--- config.mk ---
export PLATFORM = sky130hd
export DESIGN_NAME = algo_1rw_a25_req_sched
export DESIGN_NICKNAME = d
export VERILOG_FILES = /design/src/rtl/algo_1rw_a25_pkg.sv /design/src/rtl/algo_1rw_a25_req_fifo.sv /design/src/rtl/algo_1rw_a25_req_sched.sv
export SDC_FILE = /design/constraint.sdc
export NUM_CORES = 1
export LEC_CHECK = 0
export CAP_MARGIN = 20
export CORE_ASPECT_RATIO = 1.1
export CORE_MARGIN = 10
export CORE_UTILIZATION = 60
export DETAILED_ROUTE_END_ITERATION = 12
export DONT_BUFFER_PORTS = 1
export PLACE_DENSITY = 0.76
export SYNTH_ARGS = -nofsm -noshare
export SYNTH_HDL_FRONTEND = slang
export SYNTH_SLANG_ARGS = --single-unit
--- constraint.sdc ---
create_clock -name clk -period 3.6 [get_ports clk]
set_clock_uncertainty 0.15 [all_clocks]
set_input_delay 0.36 -clock clk [delete_from_list [all_inputs] [get_ports clk]]
set_output_delay 0.36 -clock clk [all_outputs]
set_load 0.02 [all_outputs]
--- src/rtl/algo_1rw_a25_pkg.sv ---
// Shared definitions for the 1rw_a25 request scheduler: issue opcodes and
// the refresh-period rule.
package algo_1rw_a25_pkg;

    typedef enum logic [1:0] {
        OP_IDLE  = 2'd0,
        OP_REFR  = 2'd1,
        OP_READ  = 2'd2,
        OP_WRITE = 2'd3
    } op_e;

    // With half-step enabled, odd phases stretch the period by one ready cycle.
    function automatic int refr_period(input int reffreq, input int reffrhf, input logic phase);
        return ((reffrhf != 0) && phase) ? reffreq + 1 : reffreq;
    endfunction

endpackage

--- src/rtl/algo_1rw_a25_req_fifo.sv ---
// Request FIFO: registered count, pointer-based storage, no bypass.
// Latency 1 cycle push-to-visible head; pushes must be gated by !o_full, pops by !o_empty.
module algo_1rw_a25_req_fifo #(
    parameter int EW    = 46,
    parameter int DEPTH = 4,
    parameter int BITD  = 2
) (
    input  logic            clk,
    input  logic            rst,
    input  logic            i_push,
    input  logic [EW-1:0]   i_push_dat,
    input  logic            i_pop,
    output logic [EW-1:0]   o_head_dat,
    output logic            o_full,
    output logic            o_empty,
    output logic [BITD:0]   o_cnt
);

    logic [EW-1:0]   r_mem [DEPTH];
    logic [BITD-1:0] r_wptr;
    logic [BITD-1:0] r_rptr;
    logic [BITD:0]   r_cnt;

    assign o_full     = (r_cnt == (BITD+1)'(DEPTH));
    assign o_empty    = (r_cnt == '0);
    assign o_cnt      = r_cnt;
    assign o_head_dat = r_mem[r_rptr];

    always_ff @(posedge clk) begin
        if (i_push) begin
            r_mem[r_wptr] <= i_push_dat;
        end
    end

    // Pointers are BITD wide, so wrap modulo DEPTH comes for free.
    always_ff @(posedge clk or posedge rst) begin
        if (rst) begin
            r_wptr <= '0;
            r_rptr <= '0;
            r_cnt  <= '0;
        end else begin
            if (i_push) r_wptr <= r_wptr + 1'b1;
            if (i_pop)  r_rptr <= r_rptr + 1'b1;
            case ({i_push, i_pop})
                2'b10:   r_cnt <= r_cnt + 1'b1;
                2'b01:   r_cnt <= r_cnt - 1'b1;
                default: r_cnt <= r_cnt;
            endcase
        end
    end

endmodule

--- src/rtl/algo_1rw_a25_req_sched.sv ---
// Request scheduler in front of the 1rw_a25 core: buffers client requests and
// interleaves refresh slots; issue is registered (accept-to-issue >= 2 cycles).
// Backpressure: cl_rdy drops when the FIFO is full; core ready=0 freezes issue and refresh.
module algo_1rw_a25_req_sched
    import algo_1rw_a25_pkg::*;
#(
    parameter int WIDTH    = 32,
    parameter int BITADDR  = 13,
    parameter int REFRESH  = 1,
    parameter int REFFREQ  = 6,
    parameter int REFFRHF  = 0,
    parameter int FIFODPTH = 4,
    parameter int BITFIFO  = 2
) (
    input  logic               clk,
    input  logic               rst,
    input  logic               cl_vld,
    output logic               cl_rdy,
    input  logic               cl_write,
    input  logic [BITADDR-1:0] cl_addr,
    input  logic [WIDTH-1:0]   cl_din,
    input  logic               ready,
    output logic               refr,
    output logic               rw_read,
    output logic               rw_write,
    output logic [BITADDR-1:0] rw_addr,
    output logic [WIDTH-1:0]   rw_din,
    output logic [BITFIFO:0]   fifo_cnt
);

    localparam int BITCNT = $clog2(REFFREQ + 2);

    typedef struct packed {
        logic               write;
        logic [BITADDR-1:0] addr;
        logic [WIDTH-1:0]   din;
    } req_t;

    req_t              w_push_dat;
    req_t              w_head;
    logic              w_full;
    logic              w_empty;
    logic              w_push;
    logic              w_pop;
    logic              w_refr_slot;
    logic [BITCNT-1:0] w_period;
    op_e               w_op;

    logic [BITCNT-1:0]  r_cnt;
    logic               r_phase;
    logic               r_refr;
    logic               r_read;
    logic               r_write;
    logic [BITADDR-1:0] r_addr;
    logic [WIDTH-1:0]   r_din;

    assign cl_rdy     = !w_full && !rst;
    assign w_push     = cl_vld && cl_rdy;
    assign w_push_dat = '{write: cl_write, addr: cl_addr, din: cl_din};

    algo_1rw_a25_req_fifo #(
        .EW    ($bits(req_t)),
        .DEPTH (FIFODPTH),
        .BITD  (BITFIFO)
    ) u_fifo (
        .clk        (clk),
        .rst        (rst),
        .i_push     (w_push),
        .i_push_dat (w_push_dat),
        .i_pop      (w_pop),
        .o_head_dat (w_head),
        .o_full     (w_full),
        .o_empty    (w_empty),
        .o_cnt      (fifo_cnt)
    );

    assign w_period    = BITCNT'(refr_period(REFFREQ, REFFRHF, r_phase));
    assign w_refr_slot = (REFRESH != 0) && ready && (r_cnt == w_period - BITCNT'(1));

    // Refresh outranks any pending request in the same slot.
    always_comb begin
        w_op = OP_IDLE;
        if (ready) begin
            if (w_refr_slot)   w_op = OP_REFR;
            else if (!w_empty) w_op = w_head.write ? OP_WRITE : OP_READ;
        end
    end

    assign w_pop = (w_op == OP_READ) || (w_op == OP_WRITE);

    always_ff @(posedge clk or posedge rst) begin
        if (rst) begin
            r_cnt   <= '0;
            r_phase <= 1'b0;
        end else if (ready) begin
            if (w_refr_slot) begin
                r_cnt   <= '0;
                r_phase <= ~r_phase;
            end else begin
                r_cnt   <= r_cnt + 1'b1;
            end
        end
    end

    always_ff @(posedge clk or posedge rst) begin
        if (rst) begin
            r_refr  <= 1'b0;
            r_read  <= 1'b0;
            r_write <= 1'b0;
            r_addr  <= '0;
            r_din   <= '0;
        end else begin
            r_refr  <= (w_op == OP_REFR);
            r_read  <= (w_op == OP_READ);
            r_write <= (w_op == OP_WRITE);
            if (w_pop) begin
                r_addr <= w_head.addr;
                r_din  <= w_head.din;
            end
        end
    end

    assign refr     = r_refr;
    assign rw_read  = r_read;
    assign rw_write = r_write;
    assign rw_addr  = r_addr;
    assign rw_din   = r_din;

endmodule

After elaboration in Yosys (flattened, before gate mapping)
Memory sizes are Yosys's and may differ from the RTL's.
Cells that the tools add are included.
{ "classes": {"n_reduce_logical": 8, "n_eq_ne": 7, "add_sub_neg": 5, "muxes": 8} }
{ "op_table": {"columns": ["operator", "count"], "rows": [
  ["$add 3x1->3 const B", 2],
  ["$eq 2x2->1 const B", 3],
  ["$eq 3x3->1 const B", 2],
  ["$mux 2", 3],
  ["$pmux 3 s2", 1],
  ["$add 2x1->2 const B", 2],
  ["$eq 2x1->1 const B", 2],
  ["$logic_and 1x1->1", 3],
  ["$logic_not 3->1", 1],
  ["$mux 1", 3],
  ["$mux 3", 1],
  ["$sub 3x1->3 const B", 1],
  ["$logic_not 1->1", 2],
  ["$reduce_bool 2->1", 1],
  ["$logic_or 1x1->1", 1]
]} }
{ "word_totals": {"input_bits": 50, "elab_cells": 38, "mem_count": 1, "ram_bits": 184, "ff_bits": 58} }
{ "memory_table": {"columns": ["memory", "words", "width", "read_ports", "rd_clocked_by_memory_dff", "write_ports", "line_no", "rtl"], "rows": [
  ["u_fifo.r_mem", 4, 46, 1, 0, 1, "algo_1rw_a25_req_fifo.sv:19", "logic [EW-1:0] r_mem [DEPTH];"]
]} }

Logic depth before layout (Yosys ltp)
Gate-level depths: netlist (run 1).
An unclocked memory read counts as a cell.
{ "logic_depth": {"ltp_word": 9, "depth_mapped": 13} }

By module
Synthesis (run 1) repeated with hierarchy kept, for this count alone.
{ "hier_totals": {"hier_cells": 399, "hier_area_um2": 9048.7} }
{ "by_module_without_submodules": {"columns": ["module", "area_per_inst_um2", "instances", "seq_area_each_um2", "cells_each"], "rows": [
  ["algo_1rw_a25_req_fifo", 7033.0, 1, 5700.5, 277],
  ["algo_1rw_a25_req_sched", 2015.7, 1, 1276.2, 122]
]} }

Least setup slack after synthesis (run 1)
OpenSTA, ideal clock, no wires.
{ "synth_timing": {"kind": "register to register", "start": "register u_fifo.r_cnt[0] (netlist: u_fifo.o_cnt[0])", "end": "memory u_fifo.r_mem[0][0], enable pin", "t_required_ns": 3.042, "period_less_slack_ns": 2.704, "t_arrival_ns": 2.146, "path_stages_with_launch": 4, "path_buffers": 0, "setup_slack_ns": 0.896, "cell_sequence": "dfrtp_1 > nor2_1 > a211oi_2 > and2_1"} }
{ "synth_via": {"elab_chain_len": 6} }
{ "synth_rtl": {"columns": ["item", "line_no", "rtl"], "rows": [
  ["start, declared", "algo_1rw_a25_req_fifo.sv:22", "logic [BITD:0] r_cnt;"],
  ["start signal, assigned", "algo_1rw_a25_req_fifo.sv:45", "2'b10: r_cnt <= r_cnt + 1'b1;"],
  ["start signal, assigned", "algo_1rw_a25_req_fifo.sv:46", "2'b01: r_cnt <= r_cnt - 1'b1;"],
  ["start signal, assigned", "algo_1rw_a25_req_fifo.sv:47", "default: r_cnt <= r_cnt;"],
  ["$eq 3x3->1", "algo_1rw_a25_req_fifo.sv:24", "assign o_full = (r_cnt == (BITD+1)'(DEPTH));"],
  ["$logic_not 1->1", "algo_1rw_a25_req_sched.sv:57", "assign cl_rdy = !w_full && !rst;"],
  ["$logic_and 1x1->1", "algo_1rw_a25_req_sched.sv:57", null],
  ["$logic_and 1x1->1", "algo_1rw_a25_req_sched.sv:58", "assign w_push = cl_vld && cl_rdy;"],
  ["$mux 1", "algo_1rw_a25_req_fifo.sv:30", "if (i_push) begin"],
  ["$mux 1 (implied by the code)", "algo_1rw_a25_req_fifo.sv:31", "r_mem[r_wptr] <= i_push_dat;"],
  ["end, declared", "algo_1rw_a25_req_fifo.sv:19", null]
]} }
No other way between the ends.

Worst setup path after layout (run 1)
{ "layout_timing": {"start": "register u_fifo.r_cnt[0] (netlist: u_fifo.o_cnt[0])", "end": "memory u_fifo.r_mem[3][39], enable pin"} }
The elaborated chain is that of the path after synthesis.

==> metrics.txt, run 1 <==
outcome=finished clean; Slowest Stage Delay on Critical Path=0.67 ns; total gr overflow=0; first-pass GRT wire length=25.3 mm; RePlAce Congestion=0.773; yosys warns=0; post_cts resized=0; Die W=137 um; f_max=384 MHz; # H-tree levels=1; highest metal used=met4; number of global-route vias before repair=4449; kind of cell adding the most delay to the critical path=simple AND/OR/NAND/NOR gates; clock latency on the worst-skew pair=0.50 ns; total wire length=15.8 mm; diode count=0; Final #Nets=522; Layout Cells excl Fill=672; top post-synthesis cells by count=edfxtp_1 (184), dfrtp_1 (58), mux2_2 (47), mux4_2 (46), inv_1 (10); sequential share of the synthesized area=77.7%; syn_nets=456; post-synthesis register bit count=242; First-pass DRT Iterations=4; wire per inst=23.5 um; GRT Total Usage=16.1%; Worst-Margin Slew=0.972 ns; worst r2r src=u_fifo.o_cnt[0]$_DFFE_PP0P_; CTS sink count=242; Synth top area share=61.5%; Reg2Reg Capture Point=u_fifo.r_mem[3][39]$_DFFE_PP_; Worst-path clk slew=0.06 ns; Post-Syn Instances=398; pin count of the biggest net entering global routing=49; R2R Setup Slk=0.99 ns; Area contributors post-synth=edfxtp_1 (62%), dfrtp_1 (16%), mux4_2 (12%); Die Ht=148 um; Final HPWL DP=9.50 mm; routed length on met2=8.39 mm; Placed Cells incl. Taps=582; FILL cells=871; Design Power=0.00822 W; antenna violations before repair=0; Hold Crit Endpoint=rw_write$_DFF_PP0_; clk buf depth=3; Rows=46; Pins Over Slew Limit=0; number of DRC markers in iteration 0=345; Mapped Area=8980 um2; CP max-delay cell=and2_2; Hold Crit Class=input port to flip-flop; minimum clock period=2.61 ns; Power Density=793 nW/um2; count leader, synth=edfxtp_1; final setup violation count=0; CP Depth=4; root buf cell=clkbuf_16; VDD IR max=0.000427 V; Layout area overhead=15.5%; CTS tree=yes; Slew HR=35.2%; Starting Density=61.7%; CP startpoint kind=flip-flop; pre-CTS setup slack=1.01 ns; critical-path cell list=nor2_1 > a211oi_2 > and2_2 > buf_12; Post-synth EDFFs=184; WL met1=5.75 mm; Synth async-reset ratio=24.0%; Avg Cell Area, Syn=22.6 um2; Worst Path Buf+Inv=1; synth unique cells=24; ys flop type=edfxtp_1; Leakage=3.59 nW; Final ANT Viol Nets=0; Die Area=20300 um2; Remaining DRCs=0; final hold violation count=0; Reg2Reg Depth=4; share of cells above drive strength 1=28.7%; unrepaired setup endpoints after global routing=no; area occupied by registers=6980 um2; Core Region=14600 um2; area of the multi-input gates=1870 um2; Max-Cap Viols=0; io pins=102; CP arrival=2.65 ns; Yosys top cell by area=edfxtp_1; wire length on met3=1.30 mm; HP Start=ready; Setup Fix Bufs, Post-CTS=0; Num CTS Buffers=23; worst-path fanout max=25; port buffer count=0; CP endpoint kind=flip-flop; Setup CP Type=flip-flop to flip-flop; hold depth=2; DR vias/cell=5.84; Setup TNS=0 ns; setup ws final=0.995 ns; DR vias=3925; period utilisation layout=72.4%; Critical Path RT=3.64 ns
==> worst max path at each step <==
stage / slack [ns] / endpoint / from
after floorplan: 0.90 / u_fifo.r_mem[0][0]$_DFFE_PP_ / u_fifo.o_cnt[0]$_DFFE_PP0P_
after global placement: 1.09 / u_fifo.r_mem[2][27]$_DFFE_PP_ / u_fifo.o_cnt[0]$_DFFE_PP0P_
after detailed placement: 1.01 / u_fifo.r_mem[1][39]$_DFFE_PP_ / u_fifo.o_cnt[0]$_DFFE_PP0P_
after CTS: 1.0 / u_fifo.r_mem[1][38]$_DFFE_PP_ / u_fifo.o_cnt[0]$_DFFE_PP0P_
after global routing: 0.83 / u_fifo.r_mem[3][39]$_DFFE_PP_ / u_fifo.o_cnt[0]$_DFFE_PP0P_
final: 0.99 / u_fifo.r_mem[3][39]$_DFFE_PP_ / u_fifo.o_cnt[0]$_DFFE_PP0P_
==> per-layer routing <==
layer | track usage, % | vias to the layer above
met4 | 5.28 | 0
met2 | 27.3 | 119
li1 | - | 1716
met1 | 19.4 | 2063
met5 | 0 | -
met3 | 4.68 | 27
==> sequential cells by signal, indices dropped and copies added (netlist names) <==
name	count
u_fifo.r_rptr	2
rw_read	1
rw_addr	13
refr	1
u_fifo.r_wptr	2
r_cnt	3
u_fifo.o_cnt	3
u_fifo.r_mem	184
rw_write	1
rw_din	32
==> timing repair <==
action / in CTS / in global routing
hold buffers: 49 / 0
endpoints found under the setup margin: 0 / 0
endpoints found under the hold margin: 222 / 0
==> cells in the final DEF (no fill, tap or decap) <==
| cell type | n |
|---|---|
| a211oi_2 | 1 |
| a21oi_1 | 1 |
| and2_2 | 4 |
| and3_1 | 1 |
| buf_12 | 3 |
| buf_4 | 4 |
| clkbuf_1 | 10 |
| clkbuf_16 | 23 |
| clkbuf_8 | 1 |
| clkinv_1 | 2 |
| clkinv_2 | 5 |
| dfrtp_1 | 56 |
| dfrtp_2 | 1 |
| dfrtp_4 | 1 |
| dlygate4sd3_1 | 49 |
| edfxtp_1 | 184 |
| fa_1 | 1 |
| ha_1 | 7 |
| inv_1 | 9 |
| inv_2 | 1 |
| mux2_2 | 47 |
| mux4_2 | 46 |
| nand2_1 | 4 |
| nand3_2 | 1 |
| nand3b_1 | 1 |
| nand4_1 | 1 |
| nor2_1 | 4 |
| nor2b_1 | 1 |
| o21ai_0 | 4 |
| or3_1 | 1 |
| xnor2_1 | 4 |
| xor2_1 | 2 |
==> where the power goes <==
| part | leakage, nW | switching, W | internal [W] |
|---|---|---|---|
| sequential | 2.35 | 0.000917 | 0.00359 |
| clock | 0.325 | 0.000935 | 0.00120 |
| combinational | 0.910 | 0.000606 | 0.000975 |
==> per-stage QoR <==
stage / util [%] / hold slack [ns] / cell area, um2
6_report: 71.2 / 0.113 / 10400
5_1_grt: 71.2 / 0.127 / 10400
4_1_cts: 71.2 / 0.103 / 10400
3_5_place_dp: 63.3 / 0.267 / 9220
3_3_place_gp: 63.3 / 0.243 / 9220
2_1_floorplan: - / 0.309 / 8980
==> cell families after synthesis <==
logic type	synth area share, %
AO/OA/AOI/OAI	0.418
XOR/XNOR	0.585
adder cells (fa/ha/maj)	1.20
buffers and inverters	1.56
flip-flops	77.7
multiplexers	17.4
AND/OR/NAND/NOR	1.09
==> area by class of cell <==
class / count / share of cell area, %
tap: 192 / 2.32
sequential: 242 / 67.4
inverter: 10 / 0.362
multi-input combinational: 131 / 18.0
clock buffer: 34 / 6.05
clock inverter: 7 / 0.314
timing repair buffer: 56 / 5.60
Power figures use the tool's default switching activity.
==> run 2, diff against run 1 <==
Settings changed: ABC_AREA set to 1.
Clock period 3.6 ns to 2.6 ns, I/O delays scaled along.
==> metrics.txt, run 2 <==
unrepaired setup endpoints after global routing=no (unchanged); highest metal used=met4 (unchanged); syn_nets=1045 (was 456); total gr overflow=0 (unchanged); routed length on met2=10.6 mm (was 8.39 mm); synth unique cells=25 (was 24); CP endpoint kind=flip-flop (unchanged); setup ws final=0.449 ns (was 0.995 ns); clk buf depth=3 (unchanged); outcome=finished clean (unchanged); kind of cell adding the most delay to the critical path=simple AND/OR/NAND/NOR gates (unchanged); Area contributors post-synth=edfxtp_1 (54%), dfrtp_1 (14%), nand2_1 (14%) (was edfxtp_1 (62%), dfrtp_1 (16%), mux4_2 (12%)); Setup TNS=0 ns (unchanged); post-synthesis register bit count=242 (unchanged); CTS sink count=242 (unchanged); first-pass GRT wire length=33.6 mm (was 25.3 mm); minimum clock period=2.15 ns (was 2.61 ns); clock latency on the worst-skew pair=0.51 ns (was 0.50 ns); WL met1=8.51 mm (was 5.75 mm); most common cell after layout, fill and taps aside=nand2_1 (was edfxtp_1); top post-synthesis cells by count=nand2_1 (380), inv_1 (195), edfxtp_1 (184), nand3_1 (96), dfrtp_1 (58) (was edfxtp_1 (184), dfrtp_1 (58), mux2_2 (47), mux4_2 (46), inv_1 (10)); Rows=49 (was 46); Pins Over Slew Limit=0 (unchanged); Final #Nets=1096 (was 522); # H-tree levels=1 (unchanged); Slowest Stage Delay on Critical Path=0.47 ns (was 0.67 ns); critical-path cell list=inv_1 > nand3_1 > nand3_4 > ha_4 > inv_2 > fa_2 > nand2_1 > nand3_1 > xor2_1 (was nor2_1 > a211oi_2 > and2_2 > buf_12); share of cells above drive strength 1=7.29% (was 28.7%); yosys warns=0 (unchanged); Layout area overhead=15.5% (about the same); total wire length=20.9 mm (was 15.8 mm); DR vias/cell=5.11 (was 5.84); Die Ht=156 um (was 148 um); antenna violations before repair=0 (unchanged); worst-path fanout max=7 (was 25); final setup violation count=0 (unchanged); Cell Area, Placed=10400 um2 (was 9220 um2); Synth top area share=54.4% (was 61.5%); number of global-route vias before repair=6674 (was 4449); Die Area=22500 um2 (was 20300 um2); most frequent cells in the layout=nand2_1 (380), inv_1 (193), edfxtp_1 (184) (was edfxtp_1 (184), dfrtp_1 (56), dlygate4sd3_1 (49)); Leakage=5.46 nW (was 3.59 nW); Num CTS Buffers=24 (was 23); io pins=102 (unchanged); root buf cell=clkbuf_16 (unchanged); Worst-path clk slew=0.06 ns (about the same); count leader, synth=nand2_1 (was edfxtp_1); Logic pwr share=27.0% (was 19.2%); VDD IR max=0.000714 V (was 0.000427 V); Net Sw Power=0.00456 W (was 0.00246 W); Fin Hold WS=0.133 ns (was 0.113 ns); period utilisation layout=82.7% (was 72.4%); wire length on met3=1.43 mm (was 1.30 mm); sequential share of the synthesized area=68.7% (was 77.7%); CP arrival=2.39 ns (was 2.65 ns); CP startpoint kind=flip-flop (unchanged); Setup CP Type=flip-flop to flip-flop (unchanged); area of the multi-input gates=2220 um2 (was 1870 um2); Worst Path Buf+Inv=2 (was 1); First-pass DRT Iterations=5 (was 4); ys flop type=edfxtp_1 (unchanged); number of DRC markers in iteration 0=505 (was 345); Final Core Density=71.1% (was 71.2%); port buffer count=0 (unchanged); Starting Density=61.5% (was 61.7%); Core Region=16500 um2 (was 14600 um2); Post-Syn Instances=987 (was 398); f_max=465 MHz (was 384 MHz); Yosys top cell by area=edfxtp_1 (unchanged); Hold Crit Class=input port to flip-flop (unchanged); R2R Setup Slk=0.45 ns (was 0.99 ns); Mapped Area=10100 um2 (was 8980 um2); Finished Cell Area=11700 um2 (was 10400 um2); Slew HR=44.9% (was 35.2%); Reg power frac=46.3% (was 54.8%); Avg Cell Area, Syn=10.3 um2 (was 22.6 um2); Internal=0.00800 W (was 0.00577 W); CTS tree=yes (unchanged); diode count=0 (unchanged); final hold violation count=0 (unchanged); cell mode on critical path=nand3_1; DR vias=6438 (was 3925); CP max-delay cell=dfrtp_1 (was and2_2); Biggest register=u_fifo.r_mem (unchanged); Worst-Margin Slew=0.826 ns (was 0.972 ns); wire per inst=16.6 um (was 23.5 um); Die W=144 um (was 137 um); clock share of power=26.8% (was 26.0%); number of flip-flops in the largest register=184 (unchanged); Critical Path RT=2.84 ns (was 3.64 ns); pin count of the biggest net entering global routing=95 (was 49); GRT Total Usage=18.6% (was 16.1%); area occupied by registers=6980 um2 (unchanged); Post-synth EDFFs=184 (unchanged); sw frac=36.3% (was 29.9%); Synth async-reset ratio=24.0% (unchanged); FILL cells=1116 (was 871); Remaining DRCs=0 (unchanged); Max-Cap Viols=0 (unchanged); Power Density=1070 nW/um2 (was 793 nW/um2); Final HPWL DP=12.0 mm (was 9.50 mm); pre-CTS setup slack=0.450 ns (was 1.01 ns); Final ANT Viol Nets=0 (unchanged); RePlAce Congestion=0.737 (was 0.773)
## run 2: changes by cell type after synthesis, moves of 3 or more
cell     before  now
inv_1        10  195
buf_4         0    9
nand2_1       4  380
and2_1        4    0
buf_2         7   19
xnor2_1       4    1
inv_2         0    3
nand3_1       0   96
mux2_2       47    0
mux4_2       46    0
## run 2: cell families (layout without fill, tap and decap cells)
logic type,count (synthesis),count (layout),share of synthesized area (%)
and+or+nand+nor,488,488,19.6
DFF,242,242,68.7
buffers and inverters,239,308,9.92
adders and majority gates,8,8,1.06
AOI/OAI and AO/OA,7,7,0.370
xor gates and xnor gates,3,3,0.259
## run 2: path summary, 6_finish.rpt
check / startpoint / depth (start not counted) / to
max in group asynchronous: rst / 3 / u_fifo.r_rptr[0]$_DFFE_PP0N_
worst min-delay path: ready / 3 / rw_din[8]$_DFFE_PP0N_
worst max-delay path: u_fifo.o_cnt[1]$_DFFE_PP0P_ / 9 / u_fifo.o_cnt[2]$_DFFE_PP0P_
min in group asynchronous: rst / 3 / r_cnt[0]$_DFFE_PP0P_
worst max register to register: u_fifo.o_cnt[1]$_DFFE_PP0P_ / 9 / u_fifo.o_cnt[2]$_DFFE_PP0P_
worst min register to register: r_cnt[0]$_DFFE_PP0P_ / 1 / r_cnt[0]$_DFFE_PP0P_
## run 2: through the flow
stage,std cells,power (W)
finish,1260,0.0126
global route,1260,0.0133
CTS,1260,0.0127
detailed placement,1167,0.00920
global placement,1167,0.00908
floorplan,987,0.00830
## run 2: area by class of cell
class / instances / area share, %
multi-input combinational: 506 / 19.0
timing repair buffer: 66 / 6.23
tap: 204 / 2.18
sequential: 242 / 59.6
inverter: 198 / 6.38
clock buffer: 31 / 5.87
clock inverter: 13 / 0.801
## run 2: power by group through the flow
stage	logic (W)	registers, W	clock network, W
after floorplan	0.00256	0.00574	0
after global placement	0.00320	0.00588	0
after detailed placement	0.00331	0.00589	0
after CTS	0.00343	0.00583	0.00341
after global routing	0.00386	0.00589	0.00358
final	0.00339	0.00581	0.00336
## run 2: tightest hold or removal path: stages
cell and delay, ns:
nand3_2 0.34, nand2_1 0.09, nand2_1 0.06
## run 2: timing repair
item                                   CTS  global route
endpoints found under the hold margin  248             0
setup endpoints to repair                0             0
hold buffers                            49             0
buffers inserted                         0             0
resized for setup                        0             0
## run 2: layer usage
metal	vias to the layer above	track usage [%]
met5	-	0
met4	0	5.60
met3	28	3.36
met2	192	32.7
met1	3058	22.8
li1	3160	-
